## src/rtl/pool_row_fifo_pkg.sv

```systemverilog
// Shared definitions for the pooling-row FIFO: default element width,
// a constant-friendly clog2 and the lane packing offset helper.
package pool_row_fifo_pkg;

  localparam int DATA_WIDTH_DEF = 16;

  // Ceiling log2. Usable in parameter context; clog2(1) = 0.
  function automatic int clog2(input int n);
    int r;
    r = 0;
    for (int i = 0; i < 31; i++) begin
      if ((1 << i) < n) r = i + 1;
    end
    return r;
  endfunction

  // LSB position of lane k inside a LANES*dw packed word.
  function automatic int lane_lsb(input int lane, input int dw);
    return lane * dw;
  endfunction

endpackage

```

## src/rtl/pool_row_fifo_wrap_ptr.sv

```systemverilog
// Modulo-DEPTH pointer. clr wins over inc; wraps DEPTH-1 -> 0 so
// non-power-of-2 depths never address past the last entry.
module fifo_wrap_ptr #(
  parameter int DEPTH      = 10,
  parameter int ADDR_WIDTH = 4
) (
  input  logic                  clk,
  input  logic                  rst_n,
  input  logic                  clr,
  input  logic                  inc,
  output logic [ADDR_WIDTH-1:0] ptr
);

  localparam logic [ADDR_WIDTH-1:0] LAST = ADDR_WIDTH'(DEPTH - 1);

  // Pointer register with explicit wrap at the last entry.
  always_ff @(posedge clk or negedge rst_n) begin
    if (!rst_n) begin
      ptr <= '0;
    end else if (clr) begin
      ptr <= '0;
    end else if (inc) begin
      ptr <= (ptr == LAST) ? '0 : ptr + 1'b1;
    end
  end

endmodule

```

## src/rtl/pool_row_fifo.sv

```systemverilog
// Multi-lane row FIFO between the conv/pool combiner and the next-row
// pooling compare. All lanes share one pair of pointers and one count.
module pool_row_fifo
  import pool_row_fifo_pkg::*;
#(
  parameter int DATA_WIDTH = DATA_WIDTH_DEF,
  parameter int LANES      = 4,
  parameter int DEPTH      = 10,
  parameter int AF_LEVEL   = DEPTH - 1,
  localparam int ADDR_WIDTH = clog2(DEPTH),
  localparam int CNT_WIDTH  = clog2(DEPTH + 1)
) (
  input  logic                        clk,
  input  logic                        rst_n,
  input  logic                        flush,
  input  logic                        in_valid,
  output logic                        in_ready,
  input  logic [LANES*DATA_WIDTH-1:0] in_data,
  output logic                        out_valid,
  input  logic                        out_ready,
  output logic [LANES*DATA_WIDTH-1:0] out_data,
  output logic [CNT_WIDTH-1:0]        count,
  output logic                        full,
  output logic                        empty,
  output logic                        almost_full,
  output logic                        overflow_err
);

  localparam logic [CNT_WIDTH-1:0] DEPTH_CNT = CNT_WIDTH'(DEPTH);
  localparam logic [CNT_WIDTH-1:0] AF_CNT    = CNT_WIDTH'(AF_LEVEL);

  logic [LANES*DATA_WIDTH-1:0] mem [DEPTH];
  logic [ADDR_WIDTH-1:0]       wr_ptr;
  logic [ADDR_WIDTH-1:0]       rd_ptr;
  logic                        wr_en;
  logic                        rd_en;

  // Status flags are pure decodes of the occupancy count.
  always_comb begin
    full        = (count == DEPTH_CNT);
    empty       = (count == '0);
    almost_full = (count >= AF_CNT);
    in_ready    = !full;
    out_valid   = !empty;
    // Flush swallows any transfer offered in the same cycle.
    wr_en       = in_valid && in_ready && !flush;
    rd_en       = out_valid && out_ready && !flush;
    out_data    = empty ? '0 : mem[rd_ptr];
  end

  fifo_wrap_ptr #(.DEPTH(DEPTH), .ADDR_WIDTH(ADDR_WIDTH)) u_wr_ptr (
    .clk   (clk),
    .rst_n (rst_n),
    .clr   (flush),
    .inc   (wr_en),
    .ptr   (wr_ptr)
  );

  fifo_wrap_ptr #(.DEPTH(DEPTH), .ADDR_WIDTH(ADDR_WIDTH)) u_rd_ptr (
    .clk   (clk),
    .rst_n (rst_n),
    .clr   (flush),
    .inc   (rd_en),
    .ptr   (rd_ptr)
  );

  // Storage is deliberately not reset; empty gating hides stale contents.
  always_ff @(posedge clk) begin
    if (wr_en) mem[wr_ptr] <= in_data;
  end

  // Occupancy count and sticky overflow; flush clears both.
  always_ff @(posedge clk or negedge rst_n) begin
    if (!rst_n) begin
      count        <= '0;
      overflow_err <= 1'b0;
    end else if (flush) begin
      count        <= '0;
      overflow_err <= 1'b0;
    end else begin
      if (in_valid && full) overflow_err <= 1'b1;
      case ({wr_en, rd_en})
        2'b10:   count <= count + 1'b1;
        2'b01:   count <= count - 1'b1;
        default: count <= count;
      endcase
    end
  end

endmodule
```

## config.mk

```make
export PLATFORM = sky130hd
export DESIGN_NAME = pool_row_fifo
export DESIGN_NICKNAME = d
export VERILOG_FILES = /design/src/rtl/pool_row_fifo_pkg.sv /design/src/rtl/pool_row_fifo_wrap_ptr.sv /design/src/rtl/pool_row_fifo.sv
export SDC_FILE = /design/constraint.sdc
export NUM_CORES = 1
export LEC_CHECK = 0
export BUFFER_PORTS_ARGS = -buffer_cell sky130_fd_sc_hd__clkbuf_2
export CAP_MARGIN = 20
export CORE_UTILIZATION = 40
export DETAILED_ROUTE_END_ITERATION = 6
export PLACE_DENSITY = 0.67
export SLEW_MARGIN = 20
export SYNTH_ARGS = -nofsm -noshare
export SYNTH_HDL_FRONTEND = slang
export SYNTH_SLANG_ARGS = --single-unit
```

## constraint.sdc

```tcl
create_clock -name clk -period 18.6 [get_ports clk]
set_clock_uncertainty 0.2 [all_clocks]
set_input_delay 0 -clock clk [delete_from_list [all_inputs] [get_ports clk]]
set_output_delay 0 -clock clk [all_outputs]
set_load 0.1 [all_outputs]
```

==> run summary <==
endpoints failing hold - 0
maxcap violations - 0
share of layout cells above drive strength 1 - 0.278
Starting Density - 0.405
Synth Instances - 1216
Worst Path Buf+Inv - 3
status - finished, final reports clean
Clock power frac - 0.312
share of power burned in registers - 0.391
RSZ-0062 raised after global routing - no
Reg clk slew, reported paths - 0.06 ns
Combinational Power Share - 0.297
Post-Route WL - 54.7 mm
DRC violations left - 0
CTS tree - yes
Slew @ Worst Pin - 1.00 ns
Post-Synthesis Cell Area - 25500 um^2
vias per cell - 5.36
HPWL Detailed - 27.4 mm
pin count of the biggest net entering global routing - 53
Netlist cell types - 44
maximum clock rate - 0.202 GHz
Storage cell area - 19600 um^2
worst stage delay on the critical path - 0.86 ns
syn_nets - 1289
vias post-DR - 12600
Setup TNS Final - 0 ns
Multi-input gate area - 5570 um^2
chip height - 254 um
CP delay by family, top - buffers and inverters
Seq/Total Area, Yosys - 0.767
syn_area_per_cell - 20.9 um^2
Tmin final - 4.95 ns
# fillers - 5200
via count of the first global-routing pass - 13200
NumNets Final - 1521
postcts setup bufs - 0
# rows - 92
clk sink count - 653
die width - 254 um
worst path cell trace - buf_4, buf_4, mux4_2, nor2b_1, a211oi_1, a211oi_1, clkbuf_2
Detailed Routing Iterations Pass 1 - 5
Crit-path slowest cell - buf_4
Synth Register Bits - 653
Startpoint Class - flop
wire per inst - 23.3 um
EDFF count, synth - 640
GRT Resource Usage Total - 0.172
Worst-Skew Late Latency - 0.59 ns
count of input and output buffers - 142
setup ws final - 13.65 ns
CP Capture Type - primary output
P_int - 2730 uW
Tot Pwr - 4260 uW
H-tree levels - 3
Slew headroom - 0.328
ys flop type - edfxtp_1
worst slack, placed - 14.16 ns
crit path DAT - 4.75 ns
initial antenna violation count - 5
clock root cell - clkbuf_16
P per Cell Area - 142 nW/um^2
# setup viols final - 0
grt ovf - 0
CP Class - flop to primary output
I/O pin total - 143
Period Utilization, post-route - 0.266
CTS buffer count - 69
routability cong. - 0.734
ys async rst share - 0.0199
Sw Ratio - 0.359
P&R area growth vs syn - 18.0%
Worst EP required - 18.40 ns
Core Area - 63000 um^2
clock buffer depth - 3
first-pass GRT wire length - 82.2 mm
Antenna Nets Post-Route - 0
Pleak - 0.00949 uW
Worst VDD drop - 0.0000877 V
pins over their slew limit - 0
sw power - 1530 uW
# hold bufs at CTS - 72
Worst Path Max Fanout - 48
PostCTS Resize Cnt - 0
drt initial violations - 975
die area - 64700 um^2
synth warn - 0
Hold Path Class - input port to flop
-- per-layer routing --
metal  vias up  global-route usage  share of wire  wire length, um
met2       283               0.273           0.49            26500
li1       5556                   -              -                -
met1      6686               0.240           0.45            24500
met4         6              0.0565          0.018              984
met3        75              0.0339          0.048             2600
met5         -                   0        0.00064               35
-- cell usage after synthesis (3+ instances only) --
master | n | area share
edfxtp_1 | 640 | 0.75
a211oi_1 | 128 | 0.038
mux4_2 | 128 | 0.11
nor2b_1 | 68 | 0.017
mux2i_1 | 67 | 0.026
clkbuf_1 | 34 | 0.0050
buf_2 | 30 | 0.0059
nor2_1 | 20 | 0.0029
dfrtp_1 | 13 | 0.013
buf_4 | 10 | 0.0029
a21oi_1 | 9 | 0.0018
nor3_1 | 9 | 0.0018
inv_1 | 5 | 0.00074
o21ai_0 | 5 | 0.00098
buf_1 | 4 | 0.00059
ha_1 | 4 | 0.0020
buf_6 | 3 | 0.0013
nand2_1 | 3 | 0.00044
nand3_1 | 3 | 0.00059
-- worst reg2reg max path: cells and delay by family (launching register included) --
kind / cells / cell delay (ns)
AND/OR/NAND/NOR: 4 / 1.94
flip-flops: 1 / 0.60
buffers and inverters: 1 / 0.81
-- power groups by stage --
| stage | combinational [uW] | clock [uW] | sequential [uW] |
|---|---|---|---|
| final | 1260 | 1330 | 1670 |
| after global routing | 1320 | 1420 | 1670 |
| after CTS | 1280 | 1360 | 1670 |
| after detailed placement | 1260 | 0 | 1700 |
| after global placement | 1250 | 0 | 1700 |
| after floorplan | 1040 | 0 | 1690 |
-- cell usage in the layout (no fill, tap or decap), drive strengths merged, types with 3 or more instances in the layout --
master,Yosys,final
edfxtp,640,640
clkbuf,34,231
mux4,128,128
a211oi,128,128
dlygate4sd3,0,72
nor2b,68,68
mux2i,67,67
buf,47,28
clkinv,0,23
nor2,20,20
dfrtp,13,13
inv,5,10
a21oi,9,9
nor3,9,9
o21ai,5,5
ha,4,4
clkinvlp,0,4
bufinv,0,4
nand3,4,4
nand2,3,3
-- sequential cells by signal, indices dropped and copies added (netlist names) --
| name | count |
|---|---|
| count | 4 |
| mem | 640 |
| u_rd_ptr.ptr | 4 |
| u_wr_ptr.ptr | 4 |
| overflow_err | 1 |
-- through the flow --
step	std cells	area (um^2)	utilization	hold slack [ns]
global route	2349	30100	0.477	0.0543
CTS	2348	30100	0.477	0.00841
floorplan	1216	25500	-	-0.496
detailed placement	2151	27100	0.431	-0.268
finish	2350	30100	0.477	0.0489
global placement	2151	27100	0.431	-0.279
-- area by class of cell --
type,count,area share
inverters,5,0.000624
well taps,846,0.0352
clock buffers,89,0.0627
clock inverters,36,0.0105
flip-flops and latches,653,0.651
repair buffers,242,0.0546
diodes,2,0.000167
multi-input cells,477,0.185
-- worst paths after layout --
path / cells past startpoint / start / slack, ns / to
setup / recovery: 7 / u_rd_ptr.ptr[0]$_DFFE_PN0P_ / 13.65 / out_data[0]
hold / removal: 2 / in_data[36] / 0.05 / mem[0][36]$_DFFE_PP_
setup reg to reg: 5 / count[0]$_DFFE_PN0P_ / 14.63 / mem[4][30]$_DFFE_PP_
hold reg to reg: 2 / u_wr_ptr.ptr[1]$_DFFE_PN0P_ / 0.41 / u_wr_ptr.ptr[1]$_DFFE_PN0P_
max in group asynchronous: 3 / rst_n / 17.36 / u_rd_ptr.ptr[3]$_DFFE_PN0P_
min in group asynchronous: 3 / rst_n / 0.32 / count[1]$_DFFE_PN0P_
-- kinds of logic (layout without fill, tap and decap cells) --
family,Yosys count,count (layout),share of synthesized area
adders and majority gates,4,4,0.00197
DFF,653,653,0.767
muxes,196,196,0.140
buffers and inverters,86,372,0.0165
xor gates and xnor gates,5,5,0.00231
other,0,2,0
AOI/OAI and AO/OA,153,153,0.0447
and+or+nand+nor,119,119,0.0273
No activity file was read; power rests on OpenSTA's default activity.
